==> src/rtl/axes_pkg.sv <==
// Shared constants and helpers for the plot-axes renderer: default geometry,
// coordinate widths of the 640x480 panel, and the arrowhead length rule.
package axes_pkg;

    localparam int DEFAULT_SCREEN_W = 640;
    localparam int DEFAULT_SCREEN_H = 480;
    localparam int DEFAULT_XW       = $clog2(DEFAULT_SCREEN_W);
    localparam int DEFAULT_YW       = $clog2(DEFAULT_SCREEN_H);

    localparam int DEFAULT_OFF  = 7;
    localparam int DEFAULT_WLEN = 600;
    localparam int DEFAULT_HLEN = 450;

    typedef enum logic {
        CFG_IDLE = 1'b0,
        CFG_PEND = 1'b1
    } cfg_state_t;

    // Arrowhead length along the axis: twice the line thickness.
    function automatic int arr_len(input int width);
        return 2 * width;
    endfunction

endpackage

==> src/rtl/tick_phase_ctr.sv <==
// Modulo-TICK_SP phase counter: cleared when the coordinate hits the origin,
// otherwise advances and wraps, so phase==0 marks every TICK_SP-th coordinate.
module tick_phase_ctr #(
    parameter int TICK_SP = 50,
    parameter int PW      = $clog2(TICK_SP)
) (
    input  logic          clk,
    input  logic          rst_n,
    input  logic          step,
    input  logic          clear,
    output logic [PW-1:0] phase
);

    always_ff @(posedge clk or negedge rst_n) begin
        if (!rst_n) begin
            phase <= '0;
        end else if (step) begin
            if (clear) begin
                phase <= '0;
            end else if (phase == PW'(TICK_SP - 1)) begin
                phase <= '0;
            end else begin
                phase <= phase + 1'b1;
            end
        end
    end

endmodule

==> src/rtl/axes_grid_renderer.sv <==
// Two-stage plot-axes renderer: classifies each raster pixel as axis, arrowhead,
// tick or grid line, with axis geometry reloaded only at frame start.
module axes_grid_renderer
    import axes_pkg::*;
#(
    parameter int SCREEN_W = DEFAULT_SCREEN_W,
    parameter int SCREEN_H = DEFAULT_SCREEN_H,
    parameter int WIDTH    = 5,
    parameter int TICK_SP  = 50,
    parameter int TICK_LEN = 4,
    parameter int DEF_OFF  = DEFAULT_OFF,
    parameter int DEF_WLEN = DEFAULT_WLEN,
    parameter int DEF_HLEN = DEFAULT_HLEN
) (
    input  logic                        clk,
    input  logic                        rst_n,
    input  logic [$clog2(SCREEN_W)-1:0] px,
    input  logic [$clog2(SCREEN_H)-1:0] py,
    input  logic                        pix_valid,
    input  logic                        sof,
    input  logic                        en,
    input  logic                        grid_en,
    input  logic [$clog2(SCREEN_H)-1:0] cfg_off,
    input  logic [$clog2(SCREEN_W)-1:0] cfg_wlen,
    input  logic [$clog2(SCREEN_H)-1:0] cfg_hlen,
    input  logic                        cfg_valid,
    output logic                        cfg_ready,
    output logic                        out_valid,
    output logic                        axis_o,
    output logic                        arrow_o,
    output logic                        tick_o,
    output logic                        grid_o,
    output logic                        line_o
);

    localparam int XW  = $clog2(SCREEN_W);
    localparam int YW  = $clog2(SCREEN_H);
    localparam int CW  = ((XW > YW) ? XW : YW) + 2;
    localparam int HW  = WIDTH / 2;
    localparam int ARR = arr_len(WIDTH);
    localparam int PW  = $clog2(TICK_SP);

    localparam logic [CW-1:0] HW_C   = CW'(HW);
    localparam logic [CW-1:0] TICK_C = CW'(HW + TICK_LEN);
    localparam logic [CW-1:0] ARR_C  = CW'(ARR);

    // ---------------- configuration handshake ----------------
    cfg_state_t    cfg_state, cfg_state_nxt;
    logic          cfg_xfer;
    logic          frame_start;
    logic          geom_load;
    logic [YW-1:0] sh_off,  act_off,  cur_off;
    logic [XW-1:0] sh_wlen, act_wlen, cur_wlen;
    logic [YW-1:0] sh_hlen, act_hlen, cur_hlen;

    assign frame_start = sof & pix_valid;
    assign geom_load   = (cfg_state == CFG_PEND) && frame_start;

    always_ff @(posedge clk or negedge rst_n) begin
        if (!rst_n) begin
            cfg_state <= CFG_IDLE;
        end else begin
            cfg_state <= cfg_state_nxt;
        end
    end

    always_comb begin
        cfg_state_nxt = cfg_state;
        cfg_ready     = 1'b0;
        cfg_xfer      = 1'b0;
        case (cfg_state)
            CFG_IDLE: begin
                cfg_ready = 1'b1;
                if (cfg_valid) begin
                    cfg_xfer      = 1'b1;
                    cfg_state_nxt = CFG_PEND;
                end
            end
            CFG_PEND: begin
                if (frame_start) begin
                    cfg_state_nxt = CFG_IDLE;
                end
            end
            default: cfg_state_nxt = CFG_IDLE;
        endcase
    end

    always_ff @(posedge clk or negedge rst_n) begin
        if (!rst_n) begin
            sh_off  <= '0;
            sh_wlen <= '0;
            sh_hlen <= '0;
        end else if (cfg_xfer) begin
            sh_off  <= cfg_off;
            sh_wlen <= cfg_wlen;
            sh_hlen <= cfg_hlen;
        end
    end

    always_ff @(posedge clk or negedge rst_n) begin
        if (!rst_n) begin
            act_off  <= YW'(DEF_OFF);
            act_wlen <= XW'(DEF_WLEN);
            act_hlen <= YW'(DEF_HLEN);
        end else if (geom_load) begin
            act_off  <= sh_off;
            act_wlen <= sh_wlen;
            act_hlen <= sh_hlen;
        end
    end

    // The sof pixel that loads new geometry is itself rendered with it.
    assign cur_off  = geom_load ? sh_off  : act_off;
    assign cur_wlen = geom_load ? sh_wlen : act_wlen;
    assign cur_hlen = geom_load ? sh_hlen : act_hlen;

    // ---------------- stage 1: distances, ranges, phases ----------------
    logic [CW-1:0] px_w, py_w, off_w, x_end, y_end, dx, dy;

    assign px_w  = CW'(px);
    assign py_w  = CW'(py);
    assign off_w = CW'(cur_off);
    assign x_end = off_w + CW'(cur_wlen);
    assign y_end = off_w + CW'(cur_hlen);
    assign dx    = (px_w >= off_w) ? (px_w - off_w) : (off_w - px_w);
    assign dy    = (py_w >= off_w) ? (py_w - off_w) : (off_w - py_w);

    logic          s1_valid, s1_en, s1_grid_en;
    logic [CW-1:0] s1_dx, s1_dy, s1_kx, s1_ky;
    logic          s1_x_body, s1_y_body, s1_x_in, s1_y_in, s1_x_arr, s1_y_arr;
    logic [PW-1:0] xph, yph;

    always_ff @(posedge clk or negedge rst_n) begin
        if (!rst_n) begin
            s1_valid   <= 1'b0;
            s1_en      <= 1'b0;
            s1_grid_en <= 1'b0;
            s1_dx      <= '0;
            s1_dy      <= '0;
            s1_kx      <= '0;
            s1_ky      <= '0;
            s1_x_body  <= 1'b0;
            s1_y_body  <= 1'b0;
            s1_x_in    <= 1'b0;
            s1_y_in    <= 1'b0;
            s1_x_arr   <= 1'b0;
            s1_y_arr   <= 1'b0;
        end else begin
            s1_valid   <= pix_valid;
            s1_en      <= en;
            s1_grid_en <= grid_en;
            s1_dx      <= dx;
            s1_dy      <= dy;
            s1_kx      <= px_w - x_end;
            s1_ky      <= py_w - y_end;
            s1_x_body  <= (px_w >= off_w) && (px_w < x_end);
            s1_y_body  <= (py_w >= off_w) && (py_w < y_end);
            s1_x_in    <= (px_w > off_w) && (px_w < x_end);
            s1_y_in    <= (py_w > off_w) && (py_w < y_end);
            s1_x_arr   <= (px_w >= x_end) && (px_w < x_end + ARR_C);
            s1_y_arr   <= (py_w >= y_end) && (py_w < y_end + ARR_C);
        end
    end

    // Phase registers update on the same edge as stage 1, so they hold the
    // post-update phase of the pixel currently in stage 1.
    tick_phase_ctr #(.TICK_SP(TICK_SP), .PW(PW)) u_xph (
        .clk   (clk),
        .rst_n (rst_n),
        .step  (pix_valid),
        .clear (px_w == off_w),
        .phase (xph)
    );

    tick_phase_ctr #(.TICK_SP(TICK_SP), .PW(PW)) u_yph (
        .clk   (clk),
        .rst_n (rst_n),
        .step  (pix_valid && (px == '0)),
        .clear (py_w == off_w),
        .phase (yph)
    );

    // ---------------- stage 2: classification ----------------
    logic          ax, ar, tk, gr, gate;
    logic [CW-1:0] lim_x, lim_y;

    always_comb begin
        lim_x = (ARR_C - s1_kx) >> 1;
        lim_y = (ARR_C - s1_ky) >> 1;
        ax    = (s1_x_body && (s1_dy <= HW_C)) || (s1_y_body && (s1_dx <= HW_C));
        ar    = (s1_x_arr && (s1_dy <= lim_x)) || (s1_y_arr && (s1_dx <= lim_y));
        tk    = ((xph == '0) && s1_x_in && (s1_dy > HW_C) && (s1_dy <= TICK_C)) ||
                ((yph == '0) && s1_y_in && (s1_dx > HW_C) && (s1_dx <= TICK_C));
        gr    = s1_grid_en && ((xph == '0) || (yph == '0)) && s1_x_in && s1_y_in && !ax;
        gate  = s1_valid && s1_en;
    end

    always_ff @(posedge clk or negedge rst_n) begin
        if (!rst_n) begin
            out_valid <= 1'b0;
            axis_o    <= 1'b0;
            arrow_o   <= 1'b0;
            tick_o    <= 1'b0;
            grid_o    <= 1'b0;
            line_o    <= 1'b0;
        end else begin
            out_valid <= s1_valid;
            axis_o    <= gate && ax;
            arrow_o   <= gate && ar;
            tick_o    <= gate && tk;
            grid_o    <= gate && gr;
            line_o    <= gate && (ax || ar || tk || gr);
        end
    end

endmodule

==> config.mk <==
export PLATFORM = sky130hd
export DESIGN_NAME = axes_grid_renderer
export DESIGN_NICKNAME = d
export VERILOG_FILES = /design/src/rtl/axes_pkg.sv /design/src/rtl/tick_phase_ctr.sv /design/src/rtl/axes_grid_renderer.sv
export SDC_FILE = /design/constraint.sdc
export NUM_CORES = 1
export LEC_CHECK = 0
export ABC_AREA = 0
export BUFFER_PORTS_ARGS = -buffer_cell sky130_fd_sc_hd__buf_2
export CORE_ASPECT_RATIO = 1.4
export CORE_MARGIN = 5
export CORE_UTILIZATION = 35
export CTS_BUF_LIST = sky130_fd_sc_hd__clkbuf_8 sky130_fd_sc_hd__clkbuf_16
export CTS_CLUSTER_DIAMETER = 80
export DETAILED_ROUTE_END_ITERATION = 8
export HOLD_SLACK_MARGIN = 0.06
export SYNTH_ARGS = -nofsm -noshare
export SYNTH_HDL_FRONTEND = slang
export SYNTH_SLANG_ARGS = --single-unit
==> constraint.sdc <==
create_clock -name clk -period 5 [get_ports clk]
set_input_delay 0.25 -clock clk [delete_from_list [all_inputs] [get_ports clk]]
set_output_delay 0.25 -clock clk [all_outputs]
set_load 0.1 [all_outputs]
==> results of run 1 <==
## sequential cells by signal, indices dropped and copies added, names as in the netlist, 6 cells and up
| signal | cells |
|---|---|
| s1_ky | 11 |
| u_yph.phase | 6 |
| act_hlen | 9 |
| s1_dy | 10 |
| s1_kx | 12 |
| sh_wlen | 10 |
| sh_off | 9 |
| s1_dx | 11 |
| u_xph.phase | 6 |
| act_wlen | 10 |
| sh_hlen | 9 |
| act_off | 9 |
## area by class of cell
| class | instances | area share |
|---|---|---|
| Timing Repair Buffer | 93 | 0.0568 |
| Clock inverter | 11 | 0.0128 |
| Tap cell | 324 | 0.0373 |
| Sequential cell | 128 | 0.296 |
| Inverter | 89 | 0.0307 |
| Multi-Input combinational cell | 746 | 0.524 |
| Clock buffer | 20 | 0.0429 |
## metrics by stage
stage	instances	instance area, sq um	setup slack [ns]	util	hold WS (ns)
finish	1411	10900	0.428	0.415	0.0664
global route	1411	10900	0.0309	0.415	0.0655
CTS	1410	10800	0.340	0.414	0.0612
detailed placement	1354	9990	0.400	0.382	0.326
global placement	1354	9990	0.597	0.382	0.312
floorplan	979	9310	0.660	-	-0.0456
## cells in the final DEF (no fill, tap or decap), drive strengths merged, types with 7 or more instances in the layout
master / instances
dfrtp: 117
ha: 114
nand2: 103
inv: 92
buf: 68
a21oi: 61
xnor2: 51
nor2: 50
o21ai: 50
xor2: 32
mux2: 31
a21o: 28
dlygate4sd3: 25
nor3: 23
clkbuf: 20
nand3: 18
o21bai: 15
nor2b: 13
mux2i: 13
dfstp: 11
nand4: 10
and3: 10
a211oi: 9
nor4: 9
o21a: 8
nand2b: 7
o31ai: 7
## cell families after synthesis
family | Yosys count
compound gates | 226
buf+inv | 105
flops | 128
fa+ha+maj | 120
mux | 44
xor+xnor | 83
simple gates | 273
## path summary, 6_finish.rpt
| kind | startpoint | to | slack (ns) | cells past startpoint |
|---|---|---|---|---|
| setup / recovery | cfg_state$_DFF_PN0_ | s1_y_arr$_DFF_PN0_ | 0.43 | 18 |
| hold / removal | cfg_wlen[6] | sh_wlen[6]$_DFFE_PN0P_ | 0.07 | 2 |
| setup reg to reg | cfg_state$_DFF_PN0_ | s1_y_arr$_DFF_PN0_ | 0.43 | 18 |
| hold reg to reg | s1_valid$_DFF_PN0_ | out_valid$_DFF_PN0_ | 0.44 | 0 |
| max in group asynchronous | rst_n | act_hlen[5]$_DFF_PN0_ | 3.40 | 3 |
| min in group asynchronous | rst_n | s1_x_arr$_DFF_PN0_ | 0.43 | 2 |
## worst max-delay path, cell delays in order (launching register included)
cell	delay [ns]
dfrtp_1	0.48
nand3_4	0.28
mux2i_2	0.26
inv_1	0.21
ha_1	0.22
inv_1	0.06
fa_1	0.40
nor2b_1	0.19
a211oi_1	0.07
nor3_1	0.26
nor2_1	0.09
xnor2_1	0.37
ha_1	0.36
a21oi_1	0.24
o21bai_1	0.09
a21oi_1	0.21
o21ai_0	0.25
a41o_1	0.28
o311a_1	0.13
## layer usage
metal / vias to the layer above / GRT usage / share of wire
met1: 3439 / 0.184 / 0.41
met2: 132 / 0.293 / 0.52
li1: 3643 / - / -
met4: 0 / 0.0716 / 0.034
met5: - / 0 / 0
met3: 46 / 0.0228 / 0.029
## repair_timing
item | 4_1_cts | 5_1_grt
hold endpoints to repair | 97 | 0
setup buffers | 0 | 1
hold buffers | 25 | 0
endpoints found under the setup margin | 0 | 4
gates resized for setup | 0 | 3
## power by group
part | internal [uW] | switching (uW) | total (uW)
Clock | 817 | 459 | 1280
Combinational | 2080 | 2700 | 4770
Sequential | 1470 | 291 | 1760
==> impl_metrics.py, run 1 <==
metrics = {
    "setup_path": {
        "crit_fanout": 17,
        "critical_path_class": "flip-flop to flip-flop",
        "crit_arrival_ns": 4.86,
        "start_kind": "flip-flop",
        "cp-end-kind": "flip-flop",
        "worstPathRequired_ns": 5.29,
    },
    "global_routing": {
        "grt_max_degree": 75,
        "track_usage": 0.160,
        "grt_pass1_vias": 7506,
        "antenna_found_initial": 0,
        "grt_overflow": 0,
        "grt_pass1_wl_um": 38300,
    },
    "run": {
        "max_cap_viol_count": 0,
    },
    "place": {
        "gp_congestion": 0.853,
        "hpwl_um": 18700,
        "port_buffers": 60,
    },
    "yosys": {
        "syn_inst": 979,
        "synth-xor-area-share": 0.0789,
        "synth-main-ff-cell": "dfrtp_1",
        "async_flop_share": 1.00,
        "yosysTopAreaCell": "dfrtp_1",
        "synth_top_family_by_area": "adder cells",
        "synth_compound_area_frac": 0.165,
        "synth_area_sq_um": 9310,
        "synth_area_leaders": "dfrtp_1 31%, ha_1 15%, xnor2_1 4.7%",
        "avgSynthCellArea_sq_um": 9.51,
        "ys_seq_area_frac": 0.346,
        "ys_seq_elements": 128,
        "synth_common_cells": "117 x dfrtp_1, 114 x ha_1, 103 x nand2_1",
        "synthAdderAreaFrac": 0.166,
        "synth_most_common_cell": "dfrtp_1",
        "yosysTopAreaCellShare": 0.315,
        "synth_edf_count": 0,
        "yosys.area_share.simple": 0.147,
        "yosysUniqueCellTypes": 84,
        "synth.area.mux_share": 0.0532,
        "syn-num-nets": 1153,
        "ys.warnings.count": 0,
    },
    "routing": {
        "drtAntennaViolNets": 0,
        "routed_wl_um": 23500,
        "dr.pass1.iters": 5,
        "vias": 7260,
        "drcViolationCount": 0,
        "via_per_inst": 5.15,
        "wire_per_inst_um": 16.7,
        "dr.first_iter.drc_count": 217,
    },
    "timing": {
        "finalClockSkew_ns": 0.00865,
        "tightest_slew_ns": 1.13,
        "final-setup-viol-count": 0,
        "finalCritPeriodShare": 0.914,
        "finalMaxSlewViolations": 0,
        "max_freq_mhz": 219,
        "finalHoldViolCount": 0,
        "rsz0062_at_grt": "no",
        "finalSetupTns_ns": 0,
        "fin_crit_ns": 4.57,
        "slew-limit-headroom": 0.246,
    },
    "clock_network": {
        "numCtsBuffers": 17,
        "htreeDepth": 4,
        "cts_buffer_depth": 2,
        "cts.sinks": 128,
        "clk_latency_ns": 0.42,
        "cts_tree": "yes",
        "clk_pin_slew_ns": 0.06,
        "clock-root-buffer": "clkbuf_16",
    },
    "final_layout": {
        "area_delta_synth_final_pct": 16.8,
        "multi_input_area_sq_um": 5690,
        "register_area_sq_um": 3220,
        "diodes": 0,
        "nFillCells": 2499,
        "nets": 1249,
        "drive_gt1_frac": 0.157,
    },
    "hold_path": {
        "hold_class": "input pin to flip-flop",
    },
    "power": {
        "p_total_uw": 7810,
        "p_leak_uw": 0.00517,
        "ir_worst_vdd_uv": 311,
        "power_density_nw_per_um2": 718,
    },
    "status": {
        "status": "complete, no violations",
    },
    "floorplanning": {
        "dieArea_sq_um": 30000,
        "start_util": 0.355,
        "rows": 70,
        "die_h_um": 203,
        "fp.dieW_um": 148,
        "core-area_sq_um": 26200,
        "io_pins": 61,
    },
}
No activity file was read; power rests on OpenSTA's default activity.
==> run 2, diff against run 1 <==
--- a/config.mk
+++ b/config.mk
@@ -8,10 +8,10 @@
 export ABC_AREA = 0
 export BUFFER_PORTS_ARGS = -buffer_cell sky130_fd_sc_hd__buf_2
 export CORE_ASPECT_RATIO = 1.4
-export CORE_MARGIN = 5
 export CORE_UTILIZATION = 35
 export CTS_BUF_LIST = sky130_fd_sc_hd__clkbuf_8 sky130_fd_sc_hd__clkbuf_16
 export CTS_CLUSTER_DIAMETER = 80
+export CTS_CLUSTER_SIZE = 24
 export DETAILED_ROUTE_END_ITERATION = 8
 export HOLD_SLACK_MARGIN = 0.06
 export SYNTH_ARGS = -nofsm -noshare
==> impl_metrics.py, run 2 (same netlist as run 1, synthesis figures left out) <==
metrics = {
    "global_routing": {
        "grt_max_degree": 73,
        "antenna_found_initial": 0,
        "track_usage": 0.180,
        "grt_overflow": 0,
        "grt_pass1_wl_um": 38100,
        "grt_pass1_vias": 7454,
    },
    "setup_path": {
        "slowest_delay_ns": 0.48,
        "cpMostUsedCell": "a21oi_1",
        "crit_start": "cfg_state$_DFF_PN0_",
        "crit_buf_inv": 2,
        "worstPathRequired_ns": 5.31,
        "cp-end-kind": "flip-flop",
        "crit_family": "compound AO/OA/AOI/OAI gates",
        "crit_fanout": 19,
        "cp_slowest_cell": "nor3_1",
        "critical_path_class": "flip-flop to flip-flop",
        "crit_arrival_ns": 4.81,
        "start_kind": "flip-flop",
        "r2r_start": "cfg_state$_DFF_PN0_",
        "cp_cell_sequence": "nand3_4 -> mux2i_2 -> inv_1 -> ha_1 -> ha_1 -> nor3_1 -> o21bai_1 -> xor2_1 -> inv_1 -> ha_1 -> a21oi_1 -> o21ai_0 -> a21oi_1 -> o21bai_1 -> a21oi_1 -> a21oi_1 -> o31a_1",
    },
    "place": {
        "gp_congestion": 0.898,
        "pre_cts_ws_ns": 0.421,
        "port_buffers": 60,
        "hpwl_um": 18500,
        "dpl.cell_count": 1354,
    },
    "routing": {
        "dr.pass1.iters": 5,
        "wire_per_inst_um": 16.3,
        "drcViolationCount": 0,
        "drtAntennaViolNets": 0,
        "vias": 7322,
        "via_per_inst": 5.16,
        "routed_wl_um": 23200,
        "dr.first_iter.drc_count": 306,
    },
    "final_layout": {
        "final_common_cell": "dfrtp_1",
        "top_regs": "s1_kx x12, s1_dx x11, s1_ky x11",
        "top_register": "s1_kx",
        "nFillCells": 2540,
        "nets": 1256,
        "final_cell_mix": "117 x dfrtp_1, 114 x ha_1, 103 x nand2_1",
        "largest_reg_flops": 12,
        "diodes": 0,
        "drive_gt1_frac": 0.156,
        "area_delta_synth_final_pct": 17.2,
        "final-instance-count-excl-fill": 1419,
    },
    "timing": {
        "final-setup-viol-count": 0,
        "fin_crit_ns": 4.51,
        "setup_slack_ns": 0.495,
        "finalMaxSlewViolations": 0,
        "finalCritPeriodShare": 0.901,
        "rsz0062_at_grt": "no",
        "max_freq_mhz": 222,
        "tightest_slew_ns": 1.14,
        "finalSetupTns_ns": 0,
        "finalHoldViolCount": 0,
        "finalClockSkew_ns": 0.00989,
        "slew-limit-headroom": 0.238,
    },
    "clock_network": {
        "clk_latency_ns": 0.43,
        "clock-root-buffer": "clkbuf_16",
        "cts_buffer_depth": 2,
        "cts.sinks": 128,
        "clk_pin_slew_ns": 0.06,
        "htreeDepth": 4,
        "numCtsBuffers": 17,
        "cts_tree": "yes",
    },
    "floorplanning": {
        "fp.dieW_um": 140,
        "dieArea_sq_um": 27300,
        "rows": 70,
        "die_h_um": 195,
        "io_pins": 61,
        "start_util": 0.357,
        "core-area_sq_um": 26100,
    },
    "power": {
        "p_int_uw": 4290,
        "p_comb_frac": 0.615,
        "p_sw_frac": 0.449,
        "p_leak_uw": 0.00518,
        "power_density_nw_per_um2": 713,
        "ir_worst_vdd_uv": 308,
        "pwr-share-seq": 0.226,
        "netSwitchingPower_uw": 3490,
        "clockPowerShare": 0.158,
    },
    "status": {
        "status": "complete, no violations",
    },
    "hold_path": {
        "hp-start": "px[9]",
        "hold_class": "input pin to flip-flop",
    },
    "run": {
        "max_cap_viol_count": 0,
    },
}
## run 2: cell type report
type / count / area, sq um / share of cell area
inverter: 89 / 334 / 0.0306
sequential: 128 / 3220 / 0.295
clock inverter: 15 / 160 / 0.0147
multi-input combinational: 746 / 5680 / 0.521
clock buffer: 17 / 425 / 0.0390
timing repair buffer: 100 / 687 / 0.0630
tap: 324 / 405 / 0.0372
## run 2: worst register-to-register path, stage by stage (launching register included)
cell and delay (ns):
dfrtp_1 0.47, nand3_4 0.27, mux2i_2 0.33, inv_1 0.19
ha_1 0.29, ha_1 0.22, nor3_1 0.48, o21bai_1 0.17
xor2_1 0.37, inv_1 0.14, ha_1 0.37, a21oi_1 0.15
o21ai_0 0.11, a21oi_1 0.24, o21bai_1 0.09, a21oi_1 0.27
a21oi_1 0.11, o31a_1 0.12
## run 2: stage by stage
stage | utilization | hold WS (ns) | area [sq um] | total power [uW]
floorplan | - | -0.0456 | 9310 | 5390
global placement | 0.383 | 0.302 | 9990 | 6460
detailed placement | 0.383 | 0.298 | 9990 | 6520
CTS | 0.418 | 0.217 | 10900 | 7820
global route | 0.418 | 0.221 | 10900 | 8550
finish | 0.418 | 0.241 | 10900 | 7780
## run 2: worst paths after layout
check,end,slack [ns],cells after the start
max in group asynchronous,sh_hlen[6]$_DFFE_PN0P_,3.43,3
max,s1_x_arr$_DFF_PN0_,0.49,17
max reg2reg,s1_x_arr$_DFF_PN0_,0.49,17
min in group asynchronous,s1_x_arr$_DFF_PN0_,0.39,2
min reg2reg,out_valid$_DFF_PN0_,0.42,0
min,s1_dx[9]$_DFF_PN0_,0.24,2
## run 2: per-layer routing
layer	share of wire	track usage	wire (um)
met3	0.025	0.0276	587
met5	0	0	0
met1	0.42	0.201	9610
met4	0.027	0.0716	628
met2	0.53	0.338	12300
## run 2: power by group through the flow
stage                     registers [uW]  clock network (uW)  logic, uW
after floorplan                     1710                   0       3690
final                               1760                1230       4790
after global placement              1770                   0       4680
after global routing                1800                1310       5440
after detailed placement            1780                   0       4740
after CTS                           1760                1260       4800
## run 2: what timing repair did
item	in CTS	in global routing
hold buffers	32	0
setup endpoints to repair	0	3
buffers inserted	0	1
gates resized for setup	0	1
hold endpoints to repair	102	0
==> run 3, diff against run 2 <==
--- a/config.mk
+++ b/config.mk
@@ -8,7 +8,7 @@
 export ABC_AREA = 0
 export BUFFER_PORTS_ARGS = -buffer_cell sky130_fd_sc_hd__buf_2
 export CORE_ASPECT_RATIO = 1.4
-export CORE_UTILIZATION = 35
+export CORE_UTILIZATION = 40
 export CTS_BUF_LIST = sky130_fd_sc_hd__clkbuf_8 sky130_fd_sc_hd__clkbuf_16
 export CTS_CLUSTER_DIAMETER = 80
 export CTS_CLUSTER_SIZE = 24
==> impl_metrics.py, run 3 (same netlist as run 1, synthesis figures left out) <==
metrics = {
    "power": {
        "ir_worst_vdd_uv": 308,
        "power_density_nw_per_um2": 716,
        "p_leak_uw": 0.00517,
        "p_total_uw": 7750,
    },
    "floorplanning": {
        "fp.dieW_um": 131,
        "die_h_um": 182,
        "io_pins": 61,
        "core-area_sq_um": 22700,
        "rows": 65,
        "dieArea_sq_um": 23900,
        "start_util": 0.410,
    },
    "routing": {
        "vias": 7276,
        "dr.pass1.iters": 6,
        "dr.first_iter.drc_count": 228,
        "drtAntennaViolNets": 0,
        "wire_per_inst_um": 16.4,
        "via_per_inst": 5.23,
        "routed_wl_um": 22900,
        "drcViolationCount": 0,
    },
    "place": {
        "gp_congestion": 0.882,
        "hpwl_um": 18300,
        "pre_cts_ws_ns": 0.423,
        "port_buffers": 60,
    },
    "timing": {
        "max_freq_mhz": 225,
        "rsz0062_at_grt": "no",
        "finalCritPeriodShare": 0.891,
        "finalSetupTns_ns": 0,
        "finalHoldViolCount": 0,
        "hold_ws_ns": 0.0685,
        "finalMaxSlewViolations": 0,
        "final-setup-viol-count": 0,
        "tightest_slew_ns": 1.11,
        "setup_slack_ns": 0.547,
        "finalClockSkew_ns": 0.0130,
        "slew-limit-headroom": 0.258,
        "fin_crit_ns": 4.45,
    },
    "final_layout": {
        "top_regs": "s1_kx x12, s1_dx x11, s1_ky x11",
        "nFillCells": 2111,
        "nets": 1250,
        "fin_util": 0.477,
        "top_register": "s1_kx",
        "area_delta_synth_final_pct": 16.3,
        "drive_gt1_frac": 0.155,
        "final_common_cell": "dfrtp_1",
        "final_cell_mix": "117 x dfrtp_1, 114 x ha_1, 103 x nand2_1",
        "largest_reg_flops": 12,
    },
    "setup_path": {
        "ff2ff_path_depth": 18,
        "r2r_slack_ns": 0.55,
        "cp_cell_sequence": "and3_1 -> nand2_1 -> nand2_1 -> ha_1 -> inv_1 -> fa_1 -> nor2b_1 -> a211oi_1 -> nor3_1 -> nor2_1 -> xnor2_1 -> ha_1 -> a21oi_1 -> o21bai_1 -> a21oi_1 -> o21ai_0 -> a41o_1 -> o311a_1",
        "r2r_start": "cfg_state$_DFF_PN0_",
        "slowest_delay_ns": 0.56,
        "cp-end-kind": "flip-flop",
        "start_kind": "flip-flop",
        "cp_slowest_cell": "and3_1",
        "crit_family": "simple AND/OR/NAND/NOR gates",
        "critical_path_class": "flip-flop to flip-flop",
        "crit_arrival_ns": 4.76,
        "crit_buf_inv": 1,
        "r2r-end": "s1_y_arr$_DFF_PN0_",
        "crit_fanout": 14,
        "worstPathRequired_ns": 5.31,
    },
    "hold_path": {
        "whs_endpoint": "sh_wlen[1]$_DFFE_PN0P_",
        "hp-start": "cfg_wlen[1]",
        "holdPathStages": 2,
        "hold_class": "input pin to flip-flop",
    },
    "status": {
        "status": "complete, no violations",
    },
    "clock_network": {
        "cts.sinks": 128,
        "clk_pin_slew_ns": 0.06,
        "cts_tree": "yes",
        "clk_latency_ns": 0.42,
        "cts_buffer_depth": 2,
        "htreeDepth": 4,
        "clock-root-buffer": "clkbuf_16",
        "numCtsBuffers": 17,
    },
    "global_routing": {
        "grt_max_degree": 92,
        "track_usage": 0.208,
        "grt_pass1_wl_um": 38000,
        "antenna_found_initial": 0,
        "grt_pass1_vias": 7562,
        "grt_overflow": 0,
    },
    "run": {
        "max_cap_viol_count": 0,
    },
}
-- run 3: worst max path at each step --
stage	from	end	cells past startpoint
detailed placement	cfg_state$_DFF_PN0_	s1_x_in$_DFF_PN0_	19
finish	cfg_state$_DFF_PN0_	s1_y_arr$_DFF_PN0_	18
floorplan	cfg_state$_DFF_PN0_	s1_y_arr$_DFF_PN0_	21
global route	cfg_state$_DFF_PN0_	s1_y_arr$_DFF_PN0_	18
global placement	pix_valid	s1_x_arr$_DFF_PN0_	17
CTS	cfg_state$_DFF_PN0_	s1_x_in$_DFF_PN0_	19
-- run 3: timing repair --
| item | CTS | global route |
|---|---|---|
| gates resized for setup | 0 | 1 |
| endpoints found under the setup margin | 0 | 3 |
| buffers inserted | 0 | 1 |
| endpoints found under the hold margin | 112 | 0 |
| hold buffers | 26 | 0 |
-- run 3: worst reg2reg max path, stage by stage (launching register included) --
cell and delay, ns:
dfrtp_1 0.47, and3_1 0.56, nand2_1 0.12, nand2_1 0.10
ha_1 0.17, inv_1 0.06, fa_1 0.40, nor2b_1 0.17
a211oi_1 0.07, nor3_1 0.25, nor2_1 0.09, xnor2_1 0.36
ha_1 0.35, a21oi_1 0.23, o21bai_1 0.09, a21oi_1 0.22
o21ai_0 0.24, a41o_1 0.28, o311a_1 0.12
-- run 3: area by class of cell --
type | instances | area, sq um | share of cell area
well taps | 301 | 377 | 0.0348
multi-input cells | 746 | 5680 | 0.525
diodes | 1 | 2.50 | 0.000231
clock inverters | 12 | 119 | 0.0110
flip-flops and latches | 128 | 3220 | 0.297
inverters | 89 | 334 | 0.0309
repair buffers | 94 | 627 | 0.0579
clock buffers | 20 | 467 | 0.0431
-- run 3: report_power, final --
part           total, uW  switching [uW]  leakage [uW]  internal (uW)
Sequential          1750             287       0.00152           1470
Clock               1230             463      0.000296            766
Combinational       4770            2700       0.00336           2080
Total               7750            3450       0.00517           4310
-- run 3: stage by stage --
step / cells / cell area (sq um)
after global placement: 1331 / 9960
after detailed placement: 1331 / 9960
after global routing: 1390 / 10800
after floorplan: 979 / 9310
after CTS: 1389 / 10800
final: 1391 / 10800
-- run 3: metal layers --
layer | GRT usage | vias to the layer above | share of wire
met5 | 0 | - | 0
met4 | 0.106 | 0 | 0.043
met3 | 0.0290 | 46 | 0.023
met2 | 0.376 | 129 | 0.52
met1 | 0.234 | 3451 | 0.42
li1 | - | 3650 | -
